==> src/rtl/instr_fetch_unit_pkg.sv <==
// Shared definitions for the instruction fetch unit: state encoding, reset
// defaults, opcode field bounds and the word-alignment helper.
package instr_fetch_unit_pkg;

  typedef enum logic [1:0] {
    ST_FETCH = 2'd0,
    ST_WAIT  = 2'd1,
    ST_HOLD  = 2'd2,
    ST_FLUSH = 2'd3
  } fetch_state_e;

  localparam logic [31:0] DEFAULT_RESET_PC = 32'h0000_0000;
  localparam int unsigned DEFAULT_PC_STEP  = 4;

  localparam int OPCODE_MSB = 31;
  localparam int OPCODE_LSB = 26;
  localparam int OPCODE_W   = OPCODE_MSB - OPCODE_LSB + 1;

  // Redirect targets are forced onto a word boundary.
  function automatic logic [31:0] align_word(input logic [31:0] addr);
    return {addr[31:2], 2'b00};
  endfunction

endpackage

==> src/rtl/fetch_pc_reg.sv <==
// Program counter: reset load, redirect load (word aligned) and sequential
// advance. Redirect takes priority over advance; reset over both.
module fetch_pc_reg
  import instr_fetch_unit_pkg::*;
#(
  parameter logic [31:0] RESET_PC = DEFAULT_RESET_PC,
  parameter int unsigned PC_STEP  = DEFAULT_PC_STEP
) (
  input  logic        clk,
  input  logic        rst,
  input  logic        redirect,
  input  logic [31:0] target,
  input  logic        advance,
  output logic [31:0] pc
);

  localparam logic [31:0] STEP = 32'(PC_STEP);

  // Addition is modulo 2^32, so the top word wraps to zero on its own.
  always_ff @(posedge clk) begin
    if (rst) begin
      pc <= RESET_PC;
    end else if (redirect) begin
      pc <= align_word(target);
    end else if (advance) begin
      pc <= pc + STEP;
    end
  end

endmodule

==> src/rtl/instr_fetch_unit.sv <==
// Single-outstanding instruction fetch unit: requests a word, holds it until
// downstream accepts it, and handles branch redirects including flushing a
// response that is still in flight.
module instr_fetch_unit
  import instr_fetch_unit_pkg::*;
#(
  parameter logic [31:0] RESET_PC = DEFAULT_RESET_PC,
  parameter int unsigned PC_STEP  = DEFAULT_PC_STEP
) (
  input  logic                clk,
  input  logic                rst,
  output logic                imem_req,
  output logic [31:0]         imem_addr,
  input  logic                imem_valid,
  input  logic [31:0]         imem_rdata,
  input  logic                stall,
  input  logic                branch_taken,
  input  logic [31:0]         branch_target,
  output logic                if_valid,
  output logic [31:0]         if_instr,
  output logic [31:0]         if_pc,
  output logic [OPCODE_W-1:0] if_opcode,
  output logic                misalign_err,
  output logic [15:0]         fetch_count,
  output fetch_state_e        state
);

  // Handshakes: imem_req is a one-cycle pulse; the memory answers with a
  // single imem_valid strobe some cycles later. if_valid stays high until a
  // cycle with stall=0 (or a redirect) retires the held instruction.

  logic [31:0] pc;
  logic        pc_advance;
  logic        accept_rsp;

  assign accept_rsp = (state == ST_WAIT) && imem_valid && !branch_taken;
  assign pc_advance = accept_rsp;

  fetch_pc_reg #(
    .RESET_PC (RESET_PC),
    .PC_STEP  (PC_STEP)
  ) u_pc (
    .clk      (clk),
    .rst      (rst),
    .redirect (branch_taken),
    .target   (branch_target),
    .advance  (pc_advance),
    .pc       (pc)
  );

  assign imem_req  = (state == ST_FETCH) && !rst && !branch_taken;
  assign imem_addr = pc;
  assign if_opcode = if_instr[OPCODE_MSB:OPCODE_LSB];

  always_ff @(posedge clk) begin
    if (rst) begin
      state        <= ST_FETCH;
      if_valid     <= 1'b0;
      if_instr     <= 32'h0;
      if_pc        <= 32'h0;
      misalign_err <= 1'b0;
      fetch_count  <= 16'h0;
    end else begin
      if (branch_taken && (branch_target[1:0] != 2'b00)) begin
        misalign_err <= 1'b1;
      end
      if (branch_taken) begin
        if_valid <= 1'b0;
        // A request still in flight must be swallowed before refetching;
        // if it lands in this very cycle it is already gone.
        if (((state == ST_WAIT) || (state == ST_FLUSH)) && !imem_valid) begin
          state <= ST_FLUSH;
        end else begin
          state <= ST_FETCH;
        end
      end else begin
        case (state)
          ST_FETCH: state <= ST_WAIT;
          ST_WAIT: begin
            if (imem_valid) begin
              if_instr <= imem_rdata;
              if_pc    <= pc;
              if_valid <= 1'b1;
              state    <= ST_HOLD;
            end
          end
          ST_HOLD: begin
            if (!stall) begin
              if_valid    <= 1'b0;
              fetch_count <= fetch_count + 16'd1;
              state       <= ST_FETCH;
            end
          end
          ST_FLUSH: begin
            if (imem_valid) begin
              state <= ST_FETCH;
            end
          end
          default: state <= ST_FETCH;
        endcase
      end
    end
  end

endmodule

==> config.mk <==
export PLATFORM = sky130hd
export DESIGN_NAME = instr_fetch_unit
export DESIGN_NICKNAME = d
export VERILOG_FILES = /design/src/rtl/instr_fetch_unit_pkg.sv /design/src/rtl/fetch_pc_reg.sv /design/src/rtl/instr_fetch_unit.sv
export SDC_FILE = /design/constraint.sdc
export NUM_CORES = 1
export LEC_CHECK = 0
export ABC_AREA = 1
export CAP_MARGIN = 20
export CORE_ASPECT_RATIO = 0.9
export CORE_MARGIN = 2
export CORE_UTILIZATION = 45
export DETAILED_ROUTE_END_ITERATION = 8
export GPL_TIMING_DRIVEN = 0
export PLACE_DENSITY = 0.81
export SYNTH_ARGS = -nofsm -noshare
export SYNTH_HDL_FRONTEND = slang
export SYNTH_SLANG_ARGS = --single-unit
==> constraint.sdc <==
create_clock -name clk -period 2.1 [get_ports clk]
set_clock_uncertainty 0.05 [all_clocks]
set_input_delay 0.315 -clock clk [delete_from_list [all_inputs] [get_ports clk]]
set_output_delay 0.315 -clock clk [all_outputs]
set_load 0.005 [all_outputs]
## After elaboration in Yosys (flattened, before gate mapping)

Index checks and enable logic that the tools add are counted.

- Logic and storage cells: 50
- Input bits: 69
- Output and inout bits: 123
- Flip-flop bits (word level): 116

- Eq/ne operators: 8
- $add $sub $neg: 2
- Reductions and logical operators: 19
- Muxes and demuxes: 11
- Bitwise gates (word level): 2

Operator list:

| operator | count |
|---|---|
| 32-bit 2-to-1 mux | 2 |
| 32-bit by 3-bit adder with 32-bit output (second input constant) | 1 |
| 16-bit by 1-bit adder with 16-bit output (second input constant) | 1 |
| 3-bit AND reduction | 4 |
| 2-bit 2-to-1 mux | 5 |
| 3-bit inequality test (second input constant) | 3 |
| 2-bit case mux with 4 select lines | 1 |
| 1-bit logical AND | 6 |
| 2-bit nonzero test | 3 |
| 2-bit == test (second input constant) | 2 |
| 2-bit inequality test (second input constant) | 2 |
| 1-bit zero test | 3 |
| 2-bit by 1-bit == test with 1-bit output (second input constant) | 1 |
| 2-bit zero test | 1 |
| 1-bit 2-to-1 mux | 2 |
| 1-bit inverter | 2 |
| 1-bit case mux with 2 select lines | 1 |
| 2-bit OR reduction | 1 |
| 1-bit logical OR | 1 |

## Longest topological paths before layout

Gate-level depths: netlist of run 1.

- Depth after elaboration: 5
- Gate-level depth with buffers: 11
- Depth with buffers taken out: 11

## Cells and area by module

From an unflattened synthesis of run 1, not the netlist that was laid out.

- Cell total of the unflattened synthesis: 775
- Area, all modules: 5490.3 um^2

Modules (own cells, without submodules):

| module | times used | cells each | area an instance (um^2) | sequential area each (um^2) |
|---|---|---|---|---|
| instr_fetch_unit | 1 | 449 | 3389.5 | 1681.6 |
| fetch_pc_reg | 1 | 326 | 2100.8 | 600.6 |

## Worst setup path after synthesis of run 1

No wires, ideal clock.

- Path kind: register to register
- Start point: reg u_pc.pc[2]
- End point: reg u_pc.pc[24]
- Clock period less this slack: 1.525 ns
- Setup slack: 0.575 ns
- Cell stages (with the launch flop): 11
- Path buffers: 0
- Required time: 1.941 ns
- Library setup time: 0.109 ns
- Arrival time: 1.367 ns
- Cells stage by stage: dfxtp_1 ha_1 nand2_1 nor2_4 nand2_4 nor2_8 nand2_4 o21ai_1 nand3b_1 nand2_1 inv_1

- Cells in the longest elaborated chain, start to end: 3

RTL lines:

| what | line | source |
|---|---|---|
| start: declaration | fetch_pc_reg.sv:14 | `output logic [31:0] pc` |
| start signal: assignment | fetch_pc_reg.sv:24 | `pc <= align_word(target);` |
| start signal: assignment | fetch_pc_reg.sv:26 | `pc <= pc + STEP;` |
| 32-bit by 3-bit adder with 32-bit output | fetch_pc_reg.sv:26 |  |
| 32-bit 2-to-1 mux | fetch_pc_reg.sv:25 | `end else if (advance) begin` |
| 32-bit 2-to-1 mux | fetch_pc_reg.sv:23 | `end else if (redirect) begin` |

No other way between the ends. The select of a mux whose other input is x is not followed.
A chain may end at the register's enable or synchronous reset.

## Worst setup path in the final report of run 1

- Start point: in rst
- End point: out imem_req

- Cells in the longest elaborated chain, start to end: 3

RTL lines:

| what | line | source |
|---|---|---|
| start: declaration | instr_fetch_unit.sv:11 | `input logic rst,` |
| 1-bit zero test | instr_fetch_unit.sv:51 | `assign imem_req = (state == ST_FETCH) && !rst && !branch_taken;` |
| 1-bit logical AND (2 in series) | instr_fetch_unit.sv:51 |  |
| end: declaration | instr_fetch_unit.sv:12 | `output logic imem_req,` |

No other way between the ends.

==> qor.yml, run 1 <==
min_period_ns: 1.99
rows: 37
ys_ff_latch: 112
grt_overflow: 0
clock_latency_ns: 0.35
antenna_found_initial: 0
cp_max_fo: 10
first_pass_iters: 5
setup_viol: 0
gp_congestion: 0.973
syn-cell-area_um2: 5260
finalCritPeriodShare_pct: 94.6
drv_cap: 0
synth_xor_area_share_pct: 0.499
placed_cells: 1119
yosysUniqueCellTypes: 41
vdd_ir_drop_max_uv: 511
synthAdderAreaFrac_pct: 0.475
drt_iter0_markers: 513
yosys_warnings: 0
finalInstanceArea_um2: 7620
fp.coreArea_um2: 11400
cp-start-kind: "primary input"
diodes: 0
vias: 5803
grt_pass1_wl_um: 27900
wirelength_um: 18000
netlist.area_leader.share_pct: 42.6
via_per_inst: 5.11
clock-root-buffer: "clkbuf_16"
layout.cells.non_filler: 1136
tightest_slew_ns: 0.763
dp_hpwl_um: 13700
power_frac_clock_pct: 35.7
power_mw: 4.64
syn_avg_cell_area_um2: 6.80
synth_top_family_by_area: "simple AND/OR/NAND/NOR gates"
clkTransAtPathRegs_ns: 0.08
cts_buffers: 9
p_comb_share_pct: 14.8
ant_nets: 0
arrival_ns: 1.62
synthMuxAreaShare_pct: 0
powerDensity_nw_per_um2: 609
placed_area_um2: 7330
min-delay-path-class: "primary input to register"
area_growth_pct: 44.8
grt_pass1_vias: 5246
yosysSeqAreaShare_pct: 42.6
switching_share_pct: 26.5
yosys.area_share.simple_pct: 33.9
h-tree-depth: 3
post_drt_wl_per_cell_um: 15.8
ctsHoldBuffers: 0
internal-power_mw: 3.41
crit_required_ns: 1.74
drc: 0
grt_max_degree: 20
outcome: "finished, final reports clean"
die-area_um2: 12600
die_w_um: 118
grt_use_total_pct: 28.2
synth_area_leaders: "dfxtp_1 (43%), nand2_1 (12%), nor2_1 (12%), o21ai_0 (6.3%), a21oi_1 (4.8%)"
initial_core_util_pct: 46.0
port_buffers: 186
cts_buffer_depth: 2
fmax_mhz: 503
layout-drive-gt1-share_pct: 7.04
die_h_um: 107
rsz0062_at_grt: "false"
synth_top_cell_by_area: "dfxtp_1"
finalNetCount: 1046
switchingPower_mw: 1.23
io_pins: 192
synth_compound_area_share_pct: 14.3
synthCells: 774
p_leak_nw: 2.85
endpoint_kind: "output pin"
criticalPathCategory: "primary input to output pin"
cts_tree: "yes"
slew-limit-headroom_pct: 49.1
maxSlewViolCount: 0
cts_sinks: 112
pwr-share-seq_pct: 49.5
hold_violations: 0
area by class of cell:
type                            count  area, um^2
Buffer                             44         223
Clock buffer                       10         229
Clock inverter                      6        50.0
Fill cell                        1010        3810
Inverter                           54         203
Multi-Input combinational cell    567        2610
Sequential cell                   112        2240
Tap cell                          156         195
Timing Repair Buffer              187        1870
sequential cells by signal (all words and copies together) (netlist names):
register      cells
fetch_count      16
if_valid          1
if_pc            30
u_pc.pc          30
state             2
misalign_err      1
if_instr         32
worst max-delay path, stage by stage:
cell             delay (ns)
buf_2                  0.19
clkbuf_1               0.49
nor2_1                 0.11
clkdlybuf4s50_1        0.51
power groups by stage:
stage	Clock (mW)	Combinational [mW]	Sequential [mW]
CTS	1.67	0.684	2.29
global placement	0	0.672	2.34
global route	1.77	0.744	2.31
finish	1.66	0.688	2.30
detailed placement	0	0.678	2.34
floorplan	0	0.270	2.33
synthesized netlist by cell type, drive strengths merged:
master / instances
o311ai: 1
ha: 2
a211oi: 3
a221oi: 1
dfxtp: 112
nand2: 172
clkinv: 1
xor2: 1
conb: 1
nand4: 5
nand3: 40
a31oi: 6
and2: 1
o21bai: 1
nor3: 18
a22oi: 3
or2: 1
o21ai: 68
o211ai: 4
buf: 25
a21boi: 1
inv: 53
nand3b: 2
nor3b: 1
a32o: 1
xnor2: 2
nor2: 178
clkbuf: 19
a31o: 1
a21oi: 50
placed cells by master, fill, tap and decap left out, drive strengths merged, types with 3 or more instances in the layout:
cell / instances
a211oi: 3
a21oi: 50
a22oi: 3
a31oi: 6
buf: 26
clkbuf: 29
clkdlybuf4s50: 185
conb: 4
dfxtp: 112
inv: 57
nand2: 172
nand3: 40
nand4: 5
nor2: 178
nor3: 18
o211ai: 4
o21ai: 68
logic make-up after synthesis:
group,count (synthesis)
AOI/OAI and AO/OA,140
xor gates and xnor gates,3
adders and majority gates,2
buffers and inverters,98
DFF,112
other,1
and+or+nand+nor,418
stage by stage:
step	util (%)	setup TNS [ns]	hold slack (ns)	setup slack (ns)
6_report	66.7	0	0.226	0.113
5_1_grt	66.7	0	0.221	0.0765
4_1_cts	66.6	0	0.211	0.0222
3_3_place_gp	64.1	-0.0485	0.392	-0.0346
2_1_floorplan	-	0	0.397	0.575
3_5_place_dp	64.1	-0.134	0.394	-0.0531
per-layer routing:
metal | vias to the layer above | part of all wire, % | GRT usage [%]
li1 | 2894 | - | -
met1 | 2597 | 45 | 37.8
met2 | 293 | 45 | 46.3
met3 | 19 | 9.0 | 6.86
met4 | 0 | 1.5 | 6.20
met5 | - | 0 | 0
path summary, 6_finish.rpt:
check	startpoint	slack, ns	endpoint	cells past startpoint
worst max register to register	u_pc.pc[3]	0.27	u_pc.pc[24]	10
worst max-delay path	rst	0.11	imem_req	4
worst min-delay path	rst	0.23	if_pc[5]	2
worst min register to register	misalign_err	0.40	misalign_err	2
repair_timing:
item / CTS / global route
pin swaps: 1 / 0
endpoints found under the setup margin: 1 / 1
gates resized for setup: 1 / 1
setup buffers: 1 / 0
(Power assumes the default switching activity.)
==> run 2: changes to the inputs <==
- CORE_UTILIZATION: 45 -> 48
- PLACE_DENSITY: 0.81 -> 0.85
- clock period: 2.1 -> 2.6 ns (I/O delays scaled with it)
==> run 2 against run 1 <==
Net effect:
- flip-flop and latch count is the same
- cell count is 2.1% lower
- count of clock-buffer cells in the layout increased by 1
- global-route usage grew 1.2 points
- critical path depth increased by 1
- first-iteration DRC count down 1.6%
- total power is 18% lower
- sequential power decreased by 20%
- worst setup slack gained 0.21 ns
- non-clock buffer count is 1 lower
- critical endpoint unchanged
==> qor.yml, run 2 (synthesis results as in run 1) <==
die_w_um: 114  # was 118 um
clock_latency_ns: 0.34  # was 0.35 ns
grt_pass1_wl_um: 27200  # was 27900 um
port_buffers: 186  # unchanged
die_h_um: 103  # was 107 um
fin_ws_ns: 0.321  # was 0.113 ns
finalNetCount: 1045  # was 1046
r2r_end: "u_pc.pc[16]"  # was u_pc.pc[24]
fmax_mhz: 439
min_period_ns: 2.28
gp_congestion: 0.968  # was 0.973
whs_ns: 0.286  # was 0.226 ns
tightest_slew_ns: 0.677  # was 0.763 ns
clkTransAtPathRegs_ns: 0.08  # about the same
power_mw: 3.80  # was 4.64 mW
first_pass_iters: 5  # unchanged
wl_met3_um: 1450  # was 1620 um
die-area_um2: 11800  # was 12600 um^2
mostFrequentLayoutCells: "clkdlybuf4s50_1 (186), nand2_1 (164), nor2_1 (163), dfxtp_1 (112), o21ai_0 (66)"  # was clkdlybuf4s50_1 (185), nand2_1 (164), nor2_1 (162), dfxtp_1 (112), o21ai_0 (66)
drv_cap: 0  # unchanged
cp_top_family: "buffers and inverters"  # unchanged
reg2reg_setup_slack_ns: 0.78  # was 0.27 ns
p_leak_nw: 2.85  # about the same
cts_setup_buffers: 0  # was 1
vias: 5799  # was 5803
area_growth_pct: 44.5  # was 44.8%
rr_startpoint: "u_pc.pc[3]"  # unchanged
outcome: "finished, final reports clean"  # unchanged
min-delay-path-class: "primary input to register"  # unchanged
reg2reg_depth: 8  # was 10
top_regs: "if_instr: 32 flops, if_pc: 30 flops, u_pc.pc: 30 flops"  # unchanged
cts_buffer_depth: 2  # unchanged
rsz0062_at_grt: "false"  # unchanged
layout-drive-gt1-share_pct: 6.95  # was 7.04%
seq_area_um2: 2240  # unchanged
post_drt_wl_per_cell_um: 15.5  # was 15.8 um
cts_buffers: 9  # unchanged
path_depth: 5  # was 4
cts_tree: "yes"  # unchanged
finalCritPeriodShare_pct: 87.7
cts-resized-gates: 0  # was 1
largest_register_ffs: 32  # unchanged
ant_nets: 0  # unchanged
fillers: 931  # was 1010
wl_met2_um: 7950  # was 8060 um
cp-endpoint: "imem_req"  # unchanged
hp-start: "rst"  # unchanged
grt_max_degree: 20  # unchanged
drc: 0  # unchanged
slew-limit-headroom_pct: 54.8  # was 49.1%
cp-start-kind: "primary input"  # unchanged
via_per_inst: 5.21  # was 5.11
pre_cts_slack_ns: 0.334  # was -0.0531 ns
cp_slowest_cell: "clkdlybuf4s50_1"  # unchanged
path_cells: "clkdlybuf4s50_1 -> nor2_1 -> nand2_1 -> nor2_1 -> clkdlybuf4s50_1"  # was buf_2 -> clkbuf_1 -> nor2_1 -> clkdlybuf4s50_1
cts_sinks: 112  # unchanged
setup_viol: 0  # unchanged
clock-root-buffer: "clkbuf_16"  # unchanged
rows: 36  # was 37
grt_pass1_vias: 5385  # was 5246
drt_iter0_markers: 505  # was 513
powerDensity_nw_per_um2: 500  # was 609 nW/um^2
critPathLaunch: "branch_taken"  # was rst
cp_max_fo: 4  # was 10
regMostFlops: "if_instr"  # unchanged
grt_use_total_pct: 29.4  # was 28.2%
wirelength_um: 17300  # was 18000 um
arrival_ns: 1.84  # was 1.62 ns
grt_overflow: 0  # unchanged
maxSlewViolCount: 0  # unchanged
vdd_ir_drop_max_uv: 379  # was 511 uV
critical-path-max-stage-delay_ns: 0.54  # was 0.51 ns
antenna_found_initial: 0  # unchanged
diodes: 0  # unchanged
endpoint_kind: "output pin"  # unchanged
wl_met1_um: 7500  # was 8050 um
cp.buffers_inverters: 2  # was 3
hold_violations: 0  # unchanged
dp_hpwl_um: 13000  # was 13700 um
final_common_cell: "clkdlybuf4s50_1"  # unchanged
initial_core_util_pct: 48.9  # was 46.0%
ctsHoldBuffers: 0  # unchanged
fin_tns_setup_ns: 0  # unchanged
h-tree-depth: 3  # unchanged
fp.coreArea_um2: 10800  # was 11400 um^2
io_pins: 192  # unchanged
top_layer: "met4"  # unchanged
multi_input_area_um2: 2610  # about the same
criticalPathCategory: "primary input to output pin"  # unchanged
crit_required_ns: 2.16  # was 1.74 ns
==> run 2: layout make-up <==
class	count	share of cell area, %
inverters	54	2.66
clock inverters	5	0.674
plain buffers	44	2.93
clock buffers	11	3.32
repair buffers	186	24.5
flip-flops and latches	112	29.5
well taps	133	2.19
multi-input cells	567	34.3
==> run 2: power by group <==
group	total [mW]	internal [mW]	switching, mW
sequential	1.85	1.78	0.0704
clock	1.40	0.722	0.676
combinational	0.552	0.300	0.252
==> run 2: per-layer routing <==
metal | track usage (%) | vias up
met4 | 10.6 | 0
met5 | 0 | -
li1 | - | 2888
met3 | 6.12 | 34
met1 | 37.4 | 2601
met2 | 49.9 | 276
==> run 2: per-stage QoR <==
step | area (um^2) | cells | util [%]
after floorplan | 5280 | 777 | -
after global placement | 7300 | 1096 | 67.8
after detailed placement | 7300 | 1096 | 67.8
after CTS | 7610 | 1112 | 70.7
after global routing | 7610 | 1112 | 70.7
final | 7610 | 1112 | 70.7
==> run 2: worst min path at each step <==
| stage | to | slack (ns) | cells past startpoint |
|---|---|---|---|
| 2_1_floorplan | misalign_err | 0.40 | 2 |
| 3_3_place_gp | misalign_err | 0.39 | 2 |
| 3_5_place_dp | misalign_err | 0.42 | 2 |
| 4_1_cts | if_pc[18] | 0.28 | 2 |
| 5_1_grt | if_pc[18] | 0.30 | 2 |
| 6_report | if_pc[18] | 0.29 | 2 |
==> run 3: changes to the inputs <==
- REMOVE_ABC_BUFFERS: default -> 1
==> run 3 against run 2 <==
Net effect:
- flip-flop and latch count stayed put
- wire length is 12% lower
- count of clock-buffer cells in the layout decreased by 1
- global-route usage is 3.5 points lower
- critical path type is now primary input to register
- first-iteration DRC count fell by 28%
- clock power about the same
- sequential power hardly changed
- core utilization shrank 1.1 points
- cell count is 3.5% lower
- hold slack better by 0.12 ns
- worst setup slack got worse by 0.12 ns
==> qor.yml, run 3 (synthesis results as in run 1) <==
hold_violations: 0  # unchanged
tightest_slew_ns: 0.936  # was 0.677 ns
power_mw: 3.77  # was 3.80 mW
criticalPathCategory: "primary input to register"  # was primary input to output pin
fmax_mhz: 416  # was 439 MHz
layout.cells.non_filler: 1073  # was 1112
ant_nets: 0  # unchanged
grt_max_degree: 55  # was 20
drc: 0  # unchanged
cts_buffer_depth: 2  # unchanged
maxSlewViolCount: 0  # unchanged
wl_met3_um: 1250  # was 1450 um
whs_ns: 0.401  # was 0.286 ns
clock-root-buffer: "clkbuf_16"  # unchanged
cp-start-kind: "primary input"  # unchanged
grt_use_total_pct: 25.9  # was 29.4%
first_pass_iters: 5  # unchanged
cts_tree: "yes"  # unchanged
vias: 5533  # was 5799
top_layer: "met4"  # unchanged
largest_register_ffs: 32  # unchanged
setup_viol: 0  # unchanged
crit_required_ns: 2.83  # was 2.16 ns
die-area_um2: 11800  # unchanged
top_regs: "if_instr: 32 flops, if_pc: 30 flops, u_pc.pc: 30 flops"  # unchanged
finalNetCount: 1006  # was 1045
clock_latency_ns: 0.35  # was 0.34 ns
via_per_inst: 5.16  # was 5.21
grt_overflow: 0  # unchanged
powerDensity_nw_per_um2: 503  # was 500 nW/um^2
slew-limit-headroom_pct: 37.6  # was 54.8%
min-delay-path-class: "register to register"  # was primary input to register
wl_met1_um: 6550  # was 7500 um
endpoint_kind: "register"  # was output pin
gp_congestion: 0.895  # was 0.968
min_period_ns: 2.40  # was 2.28 ns
layout-drive-gt1-share_pct: 5.53  # was 6.95%
arrival_ns: 2.63  # was 1.84 ns
rows: 36  # unchanged
finalCritPeriodShare_pct: 92.4  # was 87.7%
grt_pass1_wl_um: 24500  # was 27200 um
initial_core_util_pct: 48.9  # unchanged
cts_buffers: 9  # unchanged
outcome: "finished, final reports clean"  # unchanged
port_buffers: 187  # was 186
wl_met2_um: 7180  # was 7950 um
final_common_cell: "clkdlybuf4s50_1"  # unchanged
fp.coreArea_um2: 10800  # unchanged
h-tree-depth: 3  # unchanged
area_growth_pct: 42.3  # was 44.5%
rsz0062_at_grt: "false"  # unchanged
cp_max_fo: 46  # was 4
mostFrequentLayoutCells: "clkdlybuf4s50_1 (185), nand2_1 (164), nor2_1 (163), dfxtp_1 (112), o21ai_0 (66)"  # was clkdlybuf4s50_1 (186), nand2_1 (164), nor2_1 (163), dfxtp_1 (112), o21ai_0 (66)
cts_sinks: 112  # unchanged
drv_cap: 0  # unchanged
io_pins: 192  # unchanged
regMostFlops: "if_instr"  # unchanged
post_drt_wl_per_cell_um: 14.1  # was 15.5 um
die_h_um: 103  # unchanged
die_w_um: 114  # unchanged
grt_pass1_vias: 5041  # was 5385
antenna_found_initial: 0  # unchanged
drt_iter0_markers: 366  # was 505
placed_cells: 1057  # was 1096
diodes: 0  # unchanged
p_leak_nw: 2.75  # was 2.85 nW
vdd_ir_drop_max_uv: 475  # was 379 uV
wirelength_um: 15200  # was 17300 um
clkTransAtPathRegs_ns: 0.07  # was 0.08 ns
dp_hpwl_um: 10700  # was 13000 um
==> run 3: cell types whose count changed in the layout (fill, tap and decap cells not counted), moves of 2 or more <==
cell,before,now
buf_12,0,3
clkinvlp_4,0,3
clkbuf_1,19,1
buf_1,4,0
clkbuf_8,2,0
buf_4,10,0
buf_2,10,1
==> run 3: final cells by class <==
type	count	area, um^2
timing repair buffer	191	1950
sequential	112	2240
tap	133	166
clock buffer	10	229
multi-input combinational	567	2620
inverter	54	213
clock inverter	6	70.1
fill	924	3280
==> run 3: where the power goes <==
group	internal, mW	total (mW)	leakage [nW]	switching [mW]
clock	0.752	1.40	0.135	0.645
sequential	1.78	1.85	0.912	0.0648
combinational	0.292	0.522	1.70	0.230
==> run 3: layer usage <==
metal / track usage (%) / vias up
met2: 44.3 / 212
met1: 32.0 / 2480
li1: - / 2822
met4: 8.26 / 0
met5: 0 / -
met3: 7.05 / 19
==> run 3: worst max-delay path: stages <==
cell and delay (ns):
dlygate4sd2_1 0.43, buf_16 0.26, inv_6 0.23, nand3_4 0.27, buf_12 0.27, inv_6 0.28
buf_12 0.24, o21ai_0 0.10, a21oi_1 0.13
==> run 3: path summary, 6_finish.rpt <==
kind	from	to	slack (ns)	depth (start not counted)
worst max register to register	state[0]	if_pc[8]	0.62	8
worst max-delay path	branch_taken	if_pc[8]	0.20	9
worst min register to register	misalign_err	misalign_err	0.40	2
worst min-delay path	misalign_err	misalign_err	0.40	2
==> run 3: stage by stage <==
stage                     area (um^2)  util (%)  worst slack (ns)   TNS, ns
final                            7490      69.6             0.198         0
after CTS                        7480      69.5            0.0192         0
after global placement           7090      65.9             -2.78   -228.57
after floorplan                  5050         -          -0.00371  -0.00371
after detailed placement         7170      66.6             -1.39    -91.70
after global routing             7490      69.6            0.0251         0
==> run 3: timing repair <==
item                       in CTS  in global routing
hold endpoints to repair        0                  0
gates resized for setup         4                  2
hold buffers                    0                  0
buffers inserted                0                  0
setup endpoints to repair      88                 38
